### src/rtl/rx_det_sched.sv
`timescale 1ns/1ps
// Receiver-detect scheduler: runs the shared detect circuit lane by lane, two passes, over a req/ack handshake.
// 5+SETTLE_CYCLES cycles per lane with a one-cycle ack; bounded by ACK_TIMEOUT per phase, abort/start are level/pulse inputs with no backpressure.
module rx_det_sched #(
  parameter int NUM_LANES     = 4,
  parameter int ACK_TIMEOUT   = 64,
  parameter int SETTLE_CYCLES = 16
) (
  input  logic                 clk,
  input  logic                 rst,
  input  logic                 start,
  input  logic                 abort,
  output logic [NUM_LANES-1:0] rx_det_seq_req,
  input  logic [NUM_LANES-1:0] rx_det_seq_ack,
  input  logic [NUM_LANES-1:0] rx_det,
  output logic                 busy,
  output logic                 done,
  output logic [NUM_LANES-1:0] det_mask,
  output logic [NUM_LANES-1:0] timeout_err
);

  localparam int CNT_MAX = (ACK_TIMEOUT > SETTLE_CYCLES) ? ACK_TIMEOUT : SETTLE_CYCLES;
  localparam int CW      = $clog2(CNT_MAX + 1);
  localparam int LW      = (NUM_LANES > 1) ? $clog2(NUM_LANES) : 1;

  localparam logic [CW-1:0] TO_LAST     = CW'(ACK_TIMEOUT);
  localparam logic [CW-1:0] SETTLE_LAST = CW'(SETTLE_CYCLES - 1);

  localparam logic [2:0] S_IDLE   = 3'd0;
  localparam logic [2:0] S_REQ    = 3'd1;
  localparam logic [2:0] S_REL    = 3'd2;
  localparam logic [2:0] S_SETTLE = 3'd3;
  localparam logic [2:0] S_NEXT   = 3'd4;
  localparam logic [2:0] S_DONE   = 3'd5;

  logic [2:0]           state;
  logic [LW-1:0]        lane;
  logic                 pass;
  logic [CW-1:0]        cnt;
  logic [NUM_LANES-1:0] p0_mask;
  logic [NUM_LANES-1:0] p1_mask;
  logic [NUM_LANES-1:0] err;

  logic [NUM_LANES-1:0] p1_elig;
  logic [NUM_LANES-1:0] cur_elig;
  logic                 nxt_found;
  logic [LW-1:0]        nxt_lane;
  logic                 first_found;
  logic [LW-1:0]        first_lane;

  function automatic logic [NUM_LANES-1:0] lane_bit(input logic [LW-1:0] idx);
    logic [NUM_LANES-1:0] v;
    v      = '0;
    v[idx] = 1'b1;
    return v;
  endfunction

  // Descending scan so the lowest qualifying lane is the one that sticks.
  always_comb begin
    p1_elig     = p0_mask & ~err;
    cur_elig    = pass ? p1_elig : '1;
    nxt_found   = 1'b0;
    nxt_lane    = '0;
    first_found = 1'b0;
    first_lane  = '0;
    for (int i = NUM_LANES - 1; i >= 0; i--) begin
      if (cur_elig[i] && (LW'(i) > lane)) begin
        nxt_found = 1'b1;
        nxt_lane  = LW'(i);
      end
      if (p1_elig[i]) begin
        first_found = 1'b1;
        first_lane  = LW'(i);
      end
    end
  end

  always_ff @(posedge clk or negedge rst) begin
    if (!rst) begin
      state          <= S_IDLE;
      lane           <= '0;
      pass           <= 1'b0;
      cnt            <= '0;
      p0_mask        <= '0;
      p1_mask        <= '0;
      err            <= '0;
      rx_det_seq_req <= '0;
      busy           <= 1'b0;
      done           <= 1'b0;
      det_mask       <= '0;
      timeout_err    <= '0;
    end else if (abort && (state != S_IDLE)) begin
      state          <= S_IDLE;
      cnt            <= '0;
      rx_det_seq_req <= '0;
      busy           <= 1'b0;
      done           <= 1'b0;
      det_mask       <= '0;
      timeout_err    <= '0;
    end else begin
      case (state)
        S_IDLE: begin
          done <= 1'b0;
          if (start && !abort) begin
            state          <= S_REQ;
            lane           <= '0;
            pass           <= 1'b0;
            cnt            <= '0;
            p0_mask        <= '0;
            p1_mask        <= '0;
            err            <= '0;
            det_mask       <= '0;
            timeout_err    <= '0;
            rx_det_seq_req <= lane_bit('0);
            busy           <= 1'b1;
          end
        end

        S_REQ: begin
          if (rx_det_seq_ack[lane]) begin
            state          <= S_REL;
            rx_det_seq_req <= '0;
            cnt            <= '0;
          end else if (cnt == TO_LAST) begin
            err[lane]      <= 1'b1;
            rx_det_seq_req <= '0;
            state          <= S_NEXT;
          end else begin
            cnt <= cnt + 1'b1;
          end
        end

        S_REL: begin
          if (!rx_det_seq_ack[lane]) begin
            state <= S_SETTLE;
            cnt   <= '0;
          end else if (cnt == TO_LAST) begin
            err[lane] <= 1'b1;
            state     <= S_NEXT;
          end else begin
            cnt <= cnt + 1'b1;
          end
        end

        S_SETTLE: begin
          if (cnt == SETTLE_LAST) begin
            if (pass) p1_mask[lane] <= rx_det[lane];
            else      p0_mask[lane] <= rx_det[lane];
            state <= S_NEXT;
          end else begin
            cnt <= cnt + 1'b1;
          end
        end

        S_NEXT: begin
          cnt <= '0;
          if (nxt_found) begin
            lane           <= nxt_lane;
            rx_det_seq_req <= lane_bit(nxt_lane);
            state          <= S_REQ;
          end else if (!pass && first_found) begin
            pass           <= 1'b1;
            lane           <= first_lane;
            rx_det_seq_req <= lane_bit(first_lane);
            state          <= S_REQ;
          end else begin
            // Result lands on the same edge that raises done.
            state       <= S_DONE;
            done        <= 1'b1;
            det_mask    <= p0_mask & p1_mask & ~err;
            timeout_err <= err;
          end
        end

        S_DONE: begin
          done  <= 1'b0;
          busy  <= 1'b0;
          state <= S_IDLE;
        end

        default: begin
          state          <= S_IDLE;
          rx_det_seq_req <= '0;
          busy           <= 1'b0;
          done           <= 1'b0;
        end
      endcase
    end
  end

endmodule

### config.mk
export PLATFORM = sky130hd
export DESIGN_NAME = rx_det_sched
export DESIGN_NICKNAME = d
export VERILOG_FILES = /design/src/rtl/rx_det_sched.sv
export SDC_FILE = /design/constraint.sdc
export NUM_CORES = 1
export LEC_CHECK = 0
export ABC_AREA = 1
export CAP_MARGIN = 20
export CORE_ASPECT_RATIO = 1.25
export CORE_MARGIN = 3
export CORE_UTILIZATION = 28
export CTS_BUF_LIST = sky130_fd_sc_hd__clkbuf_8
export DETAILED_ROUTE_END_ITERATION = 7
export GPL_ROUTABILITY_DRIVEN = 0
export SYNTH_ARGS = -nofsm -noshare
export SYNTH_HDL_FRONTEND = slang
export SYNTH_SLANG_ARGS = --single-unit
### constraint.sdc
create_clock -name clk -period 2.25 [get_ports clk]
set_input_delay 0.45 -clock clk [delete_from_list [all_inputs] [get_ports clk]]
set_output_delay 0.45 -clock clk [all_outputs]
set_load 0.01 [all_outputs]
==> results.toml <==
[yosys]
syn_area_per_cell_sq_um = 6.81
synthTopCellsByCount = "nand2_1 (124), nand3_1 (54), inv_1 (42)"
netlist.top_cell.by_area = "dfrtp_1"
syn_nets = 387
async_flop_share_pct = 100
synth_top_area_share_pct = 38.4
ys_ff_latch = 39
synth-edff-count = 0
ys_seq_area_share_pct = 38.4
syn_inst = 373
yosysUniqueCellTypes = 23
yosys-top-cells-area = "dfrtp_1 (38%), nand2_1 (18%), nand3_1 (11%), inv_1 (6.2%), o21ai_0 (4.7%)"
synth_warnings = 0
ys.flop_type = "dfrtp_1"
syn-cell-area_sq_um = 2540
yosysMostFrequentCell = "nand2_1"

[drt]
firstDrtPassIters = 5
drc = 0
wl_microns = 6460
initialDrtViolationCount = 164
vias = 2443
ant_nets = 0
wl_per_cell_microns = 12.3
via_per_inst = 4.64

[grt]
grt_pass1_vias = 2352
grtUsageTotal_pct = 13.2
globalRouteOverflowTotal = 0
grt_pass1_wl_microns = 11100
antenna_found_initial = 0
grt_max_degree = 26

[finish]
drive_gt1_share_pct = 11.3
area_delta_synth_final_pct = 20.7
seqCellArea_sq_um = 976
design_area_sq_um = 3060
fillers = 942
nets = 420
diodes = 0
multi_input_area_sq_um = 1350

[setup_path]
crit_family = "simple AND/OR/NAND/NOR gates"
r2r_cells = 10
r2r-start = "cnt[0]"
crit_required_ns = 2.47
cpPeakStageDelay_ns = 0.43
cp_max_fo = 8
crit_path_end_kind = "register"
crit_buf_inv = 1
reg2reg_setup_slack_ns = 0.45
endpoint = "err[0]"
cp_slowest_cell = "dfrtp_1"
worst_r2r_endpoint = "err[0]"
critPathLaunchType = "register"
criticalPathCategory = "reg2reg"
crit_top_cell = "nand2_1"
critPathLaunch = "cnt[0]"
crit_arrival_ns = 2.02
path_depth = 10
crit_path_cell_trace = "inv_1 -> ha_1 -> nand2_1 -> nor3_1 -> nand2_1 -> nand2_1 -> nand4_1 -> nor2_2 -> nand2_1 -> o21ai_0"

[clock_tree]
clock_latency_ns = 0.29
htree_levels = 2
cts_tree = "yes"
post_cts_buffers = 0
cts_hold_buffers = 0
clock-sinks = 39
clock_path_buffers = 2
clk_pin_slew_worst_paths_ns = 0.09
postCtsResizedCells = 0
cts_made_buffers = 5
cts_root_buf = "clkbuf_8"

[pwr]
leakagePower_nw = 1.60
p_seq_share_pct = 34.3
netSwitchingFraction_pct = 43.1
p_per_area_nw_per_um2 = 845
power_frac_comb_pct = 41.4
vdd_drop_max_mv = 0.275
power.switching_w = 0.00112
p_int_w = 0.00147
power_w = 0.00259
clkPwrFrac_pct = 24.4

[die]
core_area_sq_um = 8750
die_h_microns = 112
rows = 38
die_x_microns = 91.2
start_util_pct = 29.0
boundaryPins = 26
die-area_sq_um = 10300

[min_path]
hold_path_class = "in2async"

[outcome]
status = "finished, final reports clean"

[timing]
whs_ns = 0.149
fin_crit_ns = 1.80
finalCritPeriodShare_pct = 79.8
worst_slew_margin_rel_pct = 61.0
clock.fmax_ghz = 0.557
hold_violations = 0
fin_setup_tns_ns = 0
final-max-slew-violation-count = 0
setup_viol = 0
tightestPinTransition_ns = 0.585
grt_setup_unrepaired = "false"
worst_slack_ns = 0.455
skew_ns = 0.00916

[flow_run]
maxCapViolations = 0

[placement]
hpwlAfterDp_microns = 5030
pre_cts_slack_ns = 0.165
port_buffers = 25
dpl-instance-area_sq_um = 2950
-- cell families after synthesis --
group	count (synthesis)	share of synthesized area, %
DFF	39	38.4
and+or+nand+nor	234	41.3
buffers and inverters	53	8.58
adders and majority gates	2	0.986
AOI/OAI and AO/OA	42	9.71
xor gates and xnor gates	3	1.04
-- layout by cell type (no fill, tap or decap), drive strengths merged --
master           n
nand4            9
clkdlybuf4s50   24
inv             47
clkinv           1
buf              8
clkbuf           6
nand2          133
bufinv           1
a21oi            7
o21ai           34
ha               2
dfrtp           39
xor2             3
a21boi           1
nor2            35
nand3           56
nor3             1
-- flip-flops by register name (all words and copies together), names as in the netlist --
register	flops
busy	1
cnt	7
rx_det_seq_req	4
timeout_err	4
pass	1
det_mask	4
p1_mask	4
lane	2
p0_mask	4
state	3
done	1
err	4
-- power by group through the flow --
stage                     logic (W)  registers (W)  clock network [W]
after detailed placement    0.00106       0.000901                  0
final                       0.00107       0.000886           0.000630
after global routing        0.00121       0.000907           0.000681
after CTS                   0.00107       0.000886           0.000637
after floorplan            0.000784       0.000882                  0
after global placement      0.00106       0.000899                  0
-- worst min-delay path by stage --
stage               startpoint           endpoint  depth (start not counted)
finish                     rst     timeout_err[0]                          1
global route               rst               busy                          1
CTS                        rst  rx_det_seq_req[1]                          1
detailed placement        busy               busy                          2
global placement          busy               busy                          2
floorplan                  rst               busy                          0
-- per-stage QoR --
stage	util (%)	cells
floorplan	-	373
global placement	33.7	519
detailed placement	33.7	519
CTS	35.0	527
global route	35.0	527
finish	35.0	527
-- metal layers --
| layer | track usage, % | vias up | share of wire (%) |
|---|---|---|---|
| li1 | - | 1256 | - |
| met1 | 16.1 | 1128 | 44 |
| met2 | 23.8 | 46 | 51 |
| met3 | 1.47 | 13 | 2.7 |
| met4 | 5.03 | 0 | 2.5 |
| met5 | 0 | - | 0 |
-- cell type report --
cell class | count | share of cell area, %
Sequential cell | 39 | 31.9
Multi-Input combinational cell | 281 | 43.9
Clock buffer | 6 | 2.70
Inverter | 47 | 5.76
Clock inverter | 2 | 1.14
Tap cell | 120 | 4.90
Timing Repair Buffer | 32 | 9.72
(Power assumes the default switching activity.)
